--- src/rtl/uart_pkg.sv ---
// uart_pkg: shared FSM encoding, parity selectors and prescale floor for the UART receiver
package uart_pkg;
  typedef enum logic [2:0] {IDLE, START, DATA, PARITY, STOP} state_t;
  localparam logic PAR_EVEN = 1'b0;
  localparam logic PAR_ODD = 1'b1;
  localparam int MIN_PRESCALE = 4;
endpackage

--- src/rtl/uart_rx_sampler.sv ---
// uart_rx_sampler: per-bit edge counter and 3-sample majority vote around mid-bit
module uart_rx_sampler #(
  parameter int PW = 6
) (
  input  logic          clk,
  input  logic          rst_n,
  input  logic          run,
  input  logic          rx,
  input  logic [PW-1:0] prescale,
  output logic          bit_done,
  output logic          bit_val
);
  logic [PW-1:0] cnt, half;
  logic [2:0] smp;
  logic late;
  assign half = prescale >> 1;
  assign bit_done = run && cnt == prescale - PW'(1);
  // at the smallest prescale the third sample lands on the last edge, so take it live
  assign late = (cnt == half + PW'(1)) ? rx : smp[2];
  assign bit_val = (smp[0] & smp[1]) | (smp[0] & late) | (smp[1] & late);
  always_ff @(posedge clk or negedge rst_n)
    if (!rst_n) begin
      cnt <= '0;
      smp <= '0;
    end else begin
      cnt <= (bit_done || !run) ? '0 : cnt + PW'(1);
      if (run && cnt == half - PW'(1)) smp[0] <= rx;
      if (run && cnt == half) smp[1] <= rx;
      if (run && cnt == half + PW'(1)) smp[2] <= rx;
    end
endmodule

--- src/rtl/uart_rx_cfg.sv ---
// uart_rx_cfg: UART receiver with per-frame latched parity, stop-bit and prescale configuration
module uart_rx_cfg
  import uart_pkg::*;
#(
  parameter int DATA_WIDTH = 8,
  parameter int PRESCALE_WIDTH = 6
) (
  input  logic                      CLK,
  input  logic                      RST,
  input  logic                      RX_IN,
  input  logic                      PAR_EN,
  input  logic                      PAR_TYP,
  input  logic                      STOP2,
  input  logic [PRESCALE_WIDTH-1:0] PRESCALE,
  output logic [DATA_WIDTH-1:0]     P_DATA,
  output logic                      DATA_VLD,
  output logic                      PAR_ERR,
  output logic                      STP_ERR
);
  localparam logic [PRESCALE_WIDTH-1:0] PMIN = PRESCALE_WIDTH'(MIN_PRESCALE);
  state_t state;
  logic [PRESCALE_WIDTH-1:0] p_lat;
  logic [DATA_WIDTH-1:0] shadow;
  logic [3:0] bit_cnt;
  logic par_en_l, par_typ_l, stop2_l, par_err_f, stp_err_f;
  logic run, bit_done, bit_val, stop_bad, par_bad;
  assign run = state != IDLE || !RX_IN;
  assign stop_bad = stp_err_f || !bit_val;
  assign par_bad = bit_val != (^shadow ^ (par_typ_l == PAR_ODD));
  uart_rx_sampler #(.PW(PRESCALE_WIDTH)) u_sampler (
    .clk(CLK), .rst_n(RST), .run(run), .rx(RX_IN), .prescale(p_lat),
    .bit_done(bit_done), .bit_val(bit_val)
  );
  always_ff @(posedge CLK or negedge RST)
    if (!RST) begin
      state <= IDLE;
      p_lat <= PMIN;
      shadow <= '0;
      bit_cnt <= '0;
      {par_en_l, par_typ_l, stop2_l, par_err_f, stp_err_f} <= '0;
      P_DATA <= '0;
      {DATA_VLD, PAR_ERR, STP_ERR} <= '0;
    end else begin
      {DATA_VLD, PAR_ERR, STP_ERR} <= '0;
      case (state)
        IDLE: if (!RX_IN) begin
          state <= START;
          p_lat <= (PRESCALE < PMIN) ? PMIN : PRESCALE;
          {par_en_l, par_typ_l, stop2_l} <= {PAR_EN, PAR_TYP, STOP2};
          {par_err_f, stp_err_f} <= '0;
          bit_cnt <= '0;
        end
        START: if (bit_done) state <= bit_val ? IDLE : DATA;
        DATA: if (bit_done) begin
          shadow <= {bit_val, shadow[DATA_WIDTH-1:1]};
          bit_cnt <= (bit_cnt == 4'(DATA_WIDTH - 1)) ? 4'd0 : bit_cnt + 4'd1;
          if (bit_cnt == 4'(DATA_WIDTH - 1)) state <= par_en_l ? PARITY : STOP;
        end
        PARITY: if (bit_done) begin
          par_err_f <= par_bad;
          state <= STOP;
        end
        STOP: if (bit_done) begin
          if (stop2_l && bit_cnt == 4'd0) begin
            bit_cnt <= 4'd1;
            stp_err_f <= stop_bad;
          end else begin
            state <= IDLE;
            DATA_VLD <= !par_err_f && !stop_bad;
            PAR_ERR <= par_err_f;
            STP_ERR <= stop_bad;
            if (!par_err_f && !stop_bad) P_DATA <= shadow;
          end
        end
        default: state <= IDLE;
      endcase
    end
endmodule

--- config.mk ---
export PLATFORM = sky130hd
export DESIGN_NAME = uart_rx_cfg
export DESIGN_NICKNAME = d
export VERILOG_FILES = /design/src/rtl/uart_pkg.sv /design/src/rtl/uart_rx_sampler.sv /design/src/rtl/uart_rx_cfg.sv
export SDC_FILE = /design/constraint.sdc
export NUM_CORES = 1
export LEC_CHECK = 0
export ABC_CLOCK_PERIOD_IN_PS = 3610
export CAP_MARGIN = 5
export CORE_MARGIN = 1
export CORE_UTILIZATION = 53
export CTS_CLUSTER_SIZE = 28
export DETAILED_ROUTE_END_ITERATION = 8
export PLACE_DENSITY = 0.85
export RECOVER_POWER = 50
export SYNTH_ARGS = -nofsm -noshare
export SYNTH_HDL_FRONTEND = slang
export SYNTH_HIERARCHICAL = 1
export SYNTH_SLANG_ARGS = --single-unit
--- constraint.sdc ---
create_clock -name CLK -period 3.61 [get_ports CLK]
set_clock_uncertainty 0.2 [all_clocks]
set_input_delay 0.9025 -clock CLK [delete_from_list [all_inputs] [get_ports CLK]]
set_output_delay 0.9025 -clock CLK [all_outputs]
set_load 0.005 [all_outputs]
# After elaboration in Yosys (flattened, before gate mapping)
# Cells that the tools add are included.
# Widths: inputs -> output; s select.
# totals
mem_bits_rw	0
output_inout_bits	11
mem_count	0
romBits	0
register_bits	46
latchBits	0
wordCells	111
# op_classes
mul	0
order_cmp	1
n_reduce_logical	28
n_eq_ne	18
bitwise	8
n_shift	0
add_sub_neg	5
div_mod_pow	0
n_mux	34
# ops
op	n
$mux 3	8
$mux 4	5
$eq 6x6->1	3
$pmux 3 s5	1
$mux 1	14
$mux 6	2
$pmux 4 s3	1
$ne 2x1->1 const B	4
$ne 2x2->1 const B	4
$reduce_and 4->1	2
$reduce_xor 8->1	1
$reduce_and 7->1	1
$add 5x1->6 const B	1
$add 6x1->6 const B	1
$eq 3x2->1 const B	2
$eq 6x5->1	1
$logic_and 1x1->1	6
$lt 6x3->1 const B	1
$reduce_bool 3->1	2
$sub 5x1->6 const B	1
$sub 6x1->6 const B	1
$logic_not 1->1	5
$reduce_and 5->1	1
$add 4x1->4 const B	1
other kinds (16)	25

# Logic depth before layout (Yosys ltp)
# depth
word_depth	13
mapped_depth	12
depth_no_buf	11

# By module
# Netlist, hierarchy kept.
# by_module_without_submodules
mod	instances	area_per_inst_um2	cells_per_inst
uart_rx_cfg	1	1775.5	138
uart_rx_sampler	1	922.1	103

# Worst setup path before layout
# OpenSTA, ideal clock, no wires.
# synth_path
kind	register to register
start	register p_lat[2]
end	register P_DATA[0]
stages_incl_launch_ff	13
path_slack_ns	0.310
required_time_ns	3.285
t_arrival_ns	2.975
path_buffers	2
synth_period_minus_slack_ns	3.300
path_cell_list	dfstp_2 -> buf_2 -> inv_1 -> ha_1 -> xnor2_2 -> o211ai_2 -> nor4_4 -> o2111ai_1 -> nand3b_1 -> inv_1 -> or4_1 -> buf_6 -> mux2_4
# synth_via
elab_chain_len	11
elab_cells_between_ends	15
classes_between	add/sub (2); eq/ne (2); mux (1); bitwise (4); reduce/logical (6)
# synth_rtl
element	line_no	text
start: declaration	uart_rx_cfg.sv:22	logic [PRESCALE_WIDTH-1:0] p_lat;
start signal: assignment	uart_rx_cfg.sv:48	p_lat <= (PRESCALE < PMIN) ? PMIN : PRESCALE;
$add 5x1->6 (*)	uart_rx_sampler.sv:19	assign late = (cnt == half + PW'(1)) ? rx : smp[2];
$eq 6x6->1 (*)	uart_rx_sampler.sv:19	
$mux 1 (*)	uart_rx_sampler.sv:19	
$and 1x1->1	uart_rx_sampler.sv:20	assign bit_val = (smp[0] & smp[1]) | (smp[0] & late) | (smp[1] & late);
$or 1x1->1	uart_rx_sampler.sv:20	
$or 1x1->1 (*)	uart_rx_sampler.sv:20	
via bit_val	uart_rx_cfg.sv:26	logic run, bit_done, bit_val, stop_bad, par_bad;
$logic_not 1->1 (*)	uart_rx_cfg.sv:28	assign stop_bad = stp_err_f || !bit_val;
$logic_or 1x1->1 (*)	uart_rx_cfg.sv:28	
$logic_not 1->1 (*)	uart_rx_cfg.sv:72	if (!par_err_f && !stop_bad) P_DATA <= shadow;
$logic_and 1x1->1 (*)	uart_rx_cfg.sv:72	
$reduce_and 4->1 (no source line) (*)	n/a	
end signal: assignment	uart_rx_cfg.sv:72	
end: declaration	uart_rx_cfg.sv:15	output logic [DATA_WIDTH-1:0] P_DATA,
# The timed path passes the listed nets; every way through them passes the cells marked *.
# A chain may end at the register's enable or synchronous reset.

# Worst setup path in the final report
# layout_path
start	register p_lat[2]
end	register P_DATA[7]
# Same word-level chain as after synthesis.

==> flow_metrics.py <==
metrics = {
    "floorplan": {
        "die_area_um2": 5379,
        "die_h_um": 73.34,
        "die_w_um": 73.34,
        "core_area_um2": 4817,
        "pin_count": 23,
        "start_util_pct": 56.00,
        "rows": 25,
    },
    "power_and_ir_drop": {
        "ir_drop_mv": 0.4337,
        "p_seq_share_pct": 36.0,
        "p_leak_nw": 1.394,
        "clkPwrFrac_pct": 17.8,
        "switching_share_pct": 40.11,
        "power_density_nw_per_um2": 719.4,
        "p_sw_mw": 0.8918,
        "cell_internal_pwr_mw": 1.332,
        "p_comb_share_pct": 46.2,
    },
    "sta": {
        "slew_violations": 47,
        "period_share_pct": 91.50,
        "grt_setup_unrepaired": "false",
        "fin_crit_ns": 3.303,
        "slew_headroom_pct": -59.67,
        "fmaxAchievable_mhz": 302.7,
        "tightest_slew_ns": 2.395,
        "hold_ws_ns": 0.3193,
        "hold_viol": 0,
        "setup_viol": 0,
        "setup_tns_ns": 0,
    },
    "global_route": {
        "first_global_vias": 1749,
        "overflow": 0,
        "antenna_found_initial": 0,
        "grt_pass1_wl_um": 8328,
        "grt_usage_pct": 20.62,
        "grt_max_degree": 47,
    },
    "placed_design": {
        "gp_congestion": 0.8897,
        "port_buffers": 22,
        "hpwl_um": 3513,
        "numPlacedInstances": 325,
    },
    "clock_tree": {
        "clk_latency_ns": 0.30,
        "cts-hold-fix-buffers": 0,
        "post_cts_resized": 0,
        "post_cts_buffers": 0,
        "cts_tree": "done",
        "numCtsBuffers": 5,
        "clkSinkCount": 46,
        "ctsHtreeMaxLevel": 2,
        "cts-root-buf": "clkbuf_8",
        "clockBufferDepth": 2,
        "clk_pin_slew_worst_paths_ns": 0.09,
    },
    "yosys": {
        "postSynthAreaPerCell_um2": 11.19,
        "synthAdderAreaFrac_pct": 3.247,
        "ys_types": 58,
        "synthMuxAreaShare_pct": 12.89,
        "synth.area.top_cells": "dfrtp_1 42%, mux2_2 5.8%, mux2_4 5.0%",
        "synth_compound_area_share_pct": 9.323,
        "ys_async_sr_fraction_pct": 100.0,
        "synth_xor_area_share_pct": 11.09,
        "synth_top_family_by_area": "simple AND/OR/NAND/NOR gates",
        "synthSimpleGateAreaFrac_pct": 16.14,
        "synth_top_area_share_pct": 41.74,
        "synth_area_um2": 2698,
        "yosys.area.top_type": "dfrtp_1",
        "synthesis.instances": 241,
        "yosysWarnings": 6,
        "ys.flop_type": "dfrtp_1",
        "synth_edf_count": 0,
        "synth_nets": 260,
        "ys_seq_area_share_pct": 42.72,
        "ys_seq_elements": 46,
    },
    "critical_path": {
        "cp_top_family": "simple AND/OR/NAND/NOR gates",
        "cp_cell_sequence": "inv_1 > ha_1 > xnor2_2 > o211ai_2 > nor4_4 > o2111ai_1 > nand3b_1 > inv_1 > or4_4 > mux2_4",
        "slowest_stage": "or4_4",
        "crit_top_cell": "inv_1",
        "start_kind": "flop",
        "worst_ep_arrival_time_ns": 3.29,
        "crit_fanout": 9,
        "critPathMaxStageDelay_ns": 0.63,
        "worstSetupPathType": "flop to flop",
        "worst_ep_required_time_ns": 3.60,
        "cp_num_buf_inv": 2,
        "cp-end-kind": "flop",
    },
    "status": {
        "status": "complete, but fails checks",
        "violations": "max-capacitance violations, max-slew violations",
    },
    "routing": {
        "via_per_inst": 5.568,
        "route.vias.total": 1854,
        "ant_nets": 0,
        "wl_per_cell_um": 14.69,
        "drt_iter0_drc": 108,
        "drc_errors": 0,
        "wirelength_um": 4891,
        "first_pass_iters": 4,
    },
    "layout": {
        "mostFrequentLayoutCell": "dfrtp_1",
        "synthToLayoutAreaGrowth_pct": 14.56,
        "post-route-util_pct": 64.16,
        "layout_common_cells": "45 x dfrtp_1, 16 x nor2_1, 16 x clkdlybuf4s50_1",
        "drive_above_1_share_pct": 19.55,
        "fin_nets": 284,
        "stdcell_count": 333,
        "fill_cells": 402,
        "diodes": 0,
    },
    "run": {
        "maxCapViolCount": 1,
    },
    "hold_path": {
        "min_path_type": "flop to flop",
    },
}
-- metal layers --
metal | GRT usage (%) | wire (um) | part of all wire [%] | up-vias
li1 | - | - | - | 894
met4 | 7.692 | 78 | 1.6 | 0
met1 | 28.48 | 2400 | 49 | 907
met3 | 3.841 | 172 | 3.5 | 8
met2 | 32.41 | 2240 | 46 | 45
met5 | 0 | 0 | 0 | -
-- power by group through the flow --
stage	clock network [mW]	logic [mW]	registers, mW
global placement	0	0.972	0.802
detailed placement	0	1.01	0.809
global route	0.426	1.11	0.821
CTS	0.404	1.02	0.798
floorplan	0	0.885	0.732
finish	0.396	1.03	0.801
-- sequential cells by signal (all words and copies together), names as in the netlist --
register and flops:
u_sampler/cnt 6, P_DATA 8, p_lat 6, PAR_ERR 1
bit_cnt 4, stp_err_f 1, DATA_VLD 1, shadow 8
par_err_f 1, par_typ_l 1, u_sampler/smp 3, STP_ERR 1
state 3, stop2_l 1, par_en_l 1
-- kinds of logic after synthesis --
logic type | count (synthesis)
xor gates and xnor gates | 30
DFF | 46
muxes | 28
and+or+nand+nor | 72
adders and majority gates | 7
buffers and inverters | 25
AOI/OAI and AO/OA | 33
-- cells in the mapped netlist, types with 2 or more instances --
master / count
o2bb2ai_1: 2
clkbuf_1: 2
nand3_1: 9
nor4_1: 2
a22o_1: 2
nor2_1: 16
xor2_1: 11
dfrtp_1: 45
nor2b_1: 4
buf_6: 3
mux2_2: 14
a211oi_1: 2
mux2_1: 4
nand4b_1: 2
nor3_1: 3
nand3b_1: 3
nand4_1: 2
ha_1: 7
a31oi_1: 3
o21ai_0: 6
xor2_2: 2
mux2_4: 9
xnor2_1: 15
a21oi_1: 4
buf_2: 6
nand2_1: 14
or4_1: 2
and3_1: 2
nand2b_1: 3
inv_1: 14
-- metrics by stage --
step,cell area (um2),power [mW],worst slack (ns)
2_1_floorplan,2698,1.617,0.3096
6_report,3090,2.223,0.3067
5_1_grt,3090,2.360,0.1681
3_5_place_dp,2970,1.818,0.1587
4_1_cts,3088,2.219,0.1337
3_3_place_gp,2970,1.773,0.2363
-- worst paths after layout --
check	from	end	slack (ns)	cells after the start
max in group asynchronous	RST	shadow[0]	0.74	1
max	p_lat[2]	P_DATA[7]	0.31	10
min	P_DATA[4]	P_DATA[4]	0.32	1
min reg2reg	P_DATA[4]	P_DATA[4]	0.32	1
max reg2reg	p_lat[2]	P_DATA[7]	0.31	10
min in group asynchronous	RST	p_lat[0]	1.12	1
-- area by class of cell --
cell class,count,area [um2],share of cell area [%]
flip-flops and latches,46,1152,37.29
multi-input cells,170,1425,46.11
clock inverters,3,48.80,1.579
well taps,67,83.83,2.713
clock buffers,5,68.82,2.227
repair buffers,28,259.0,8.381
inverters,14,52.55,1.700
Power figures use the tool's default switching activity.
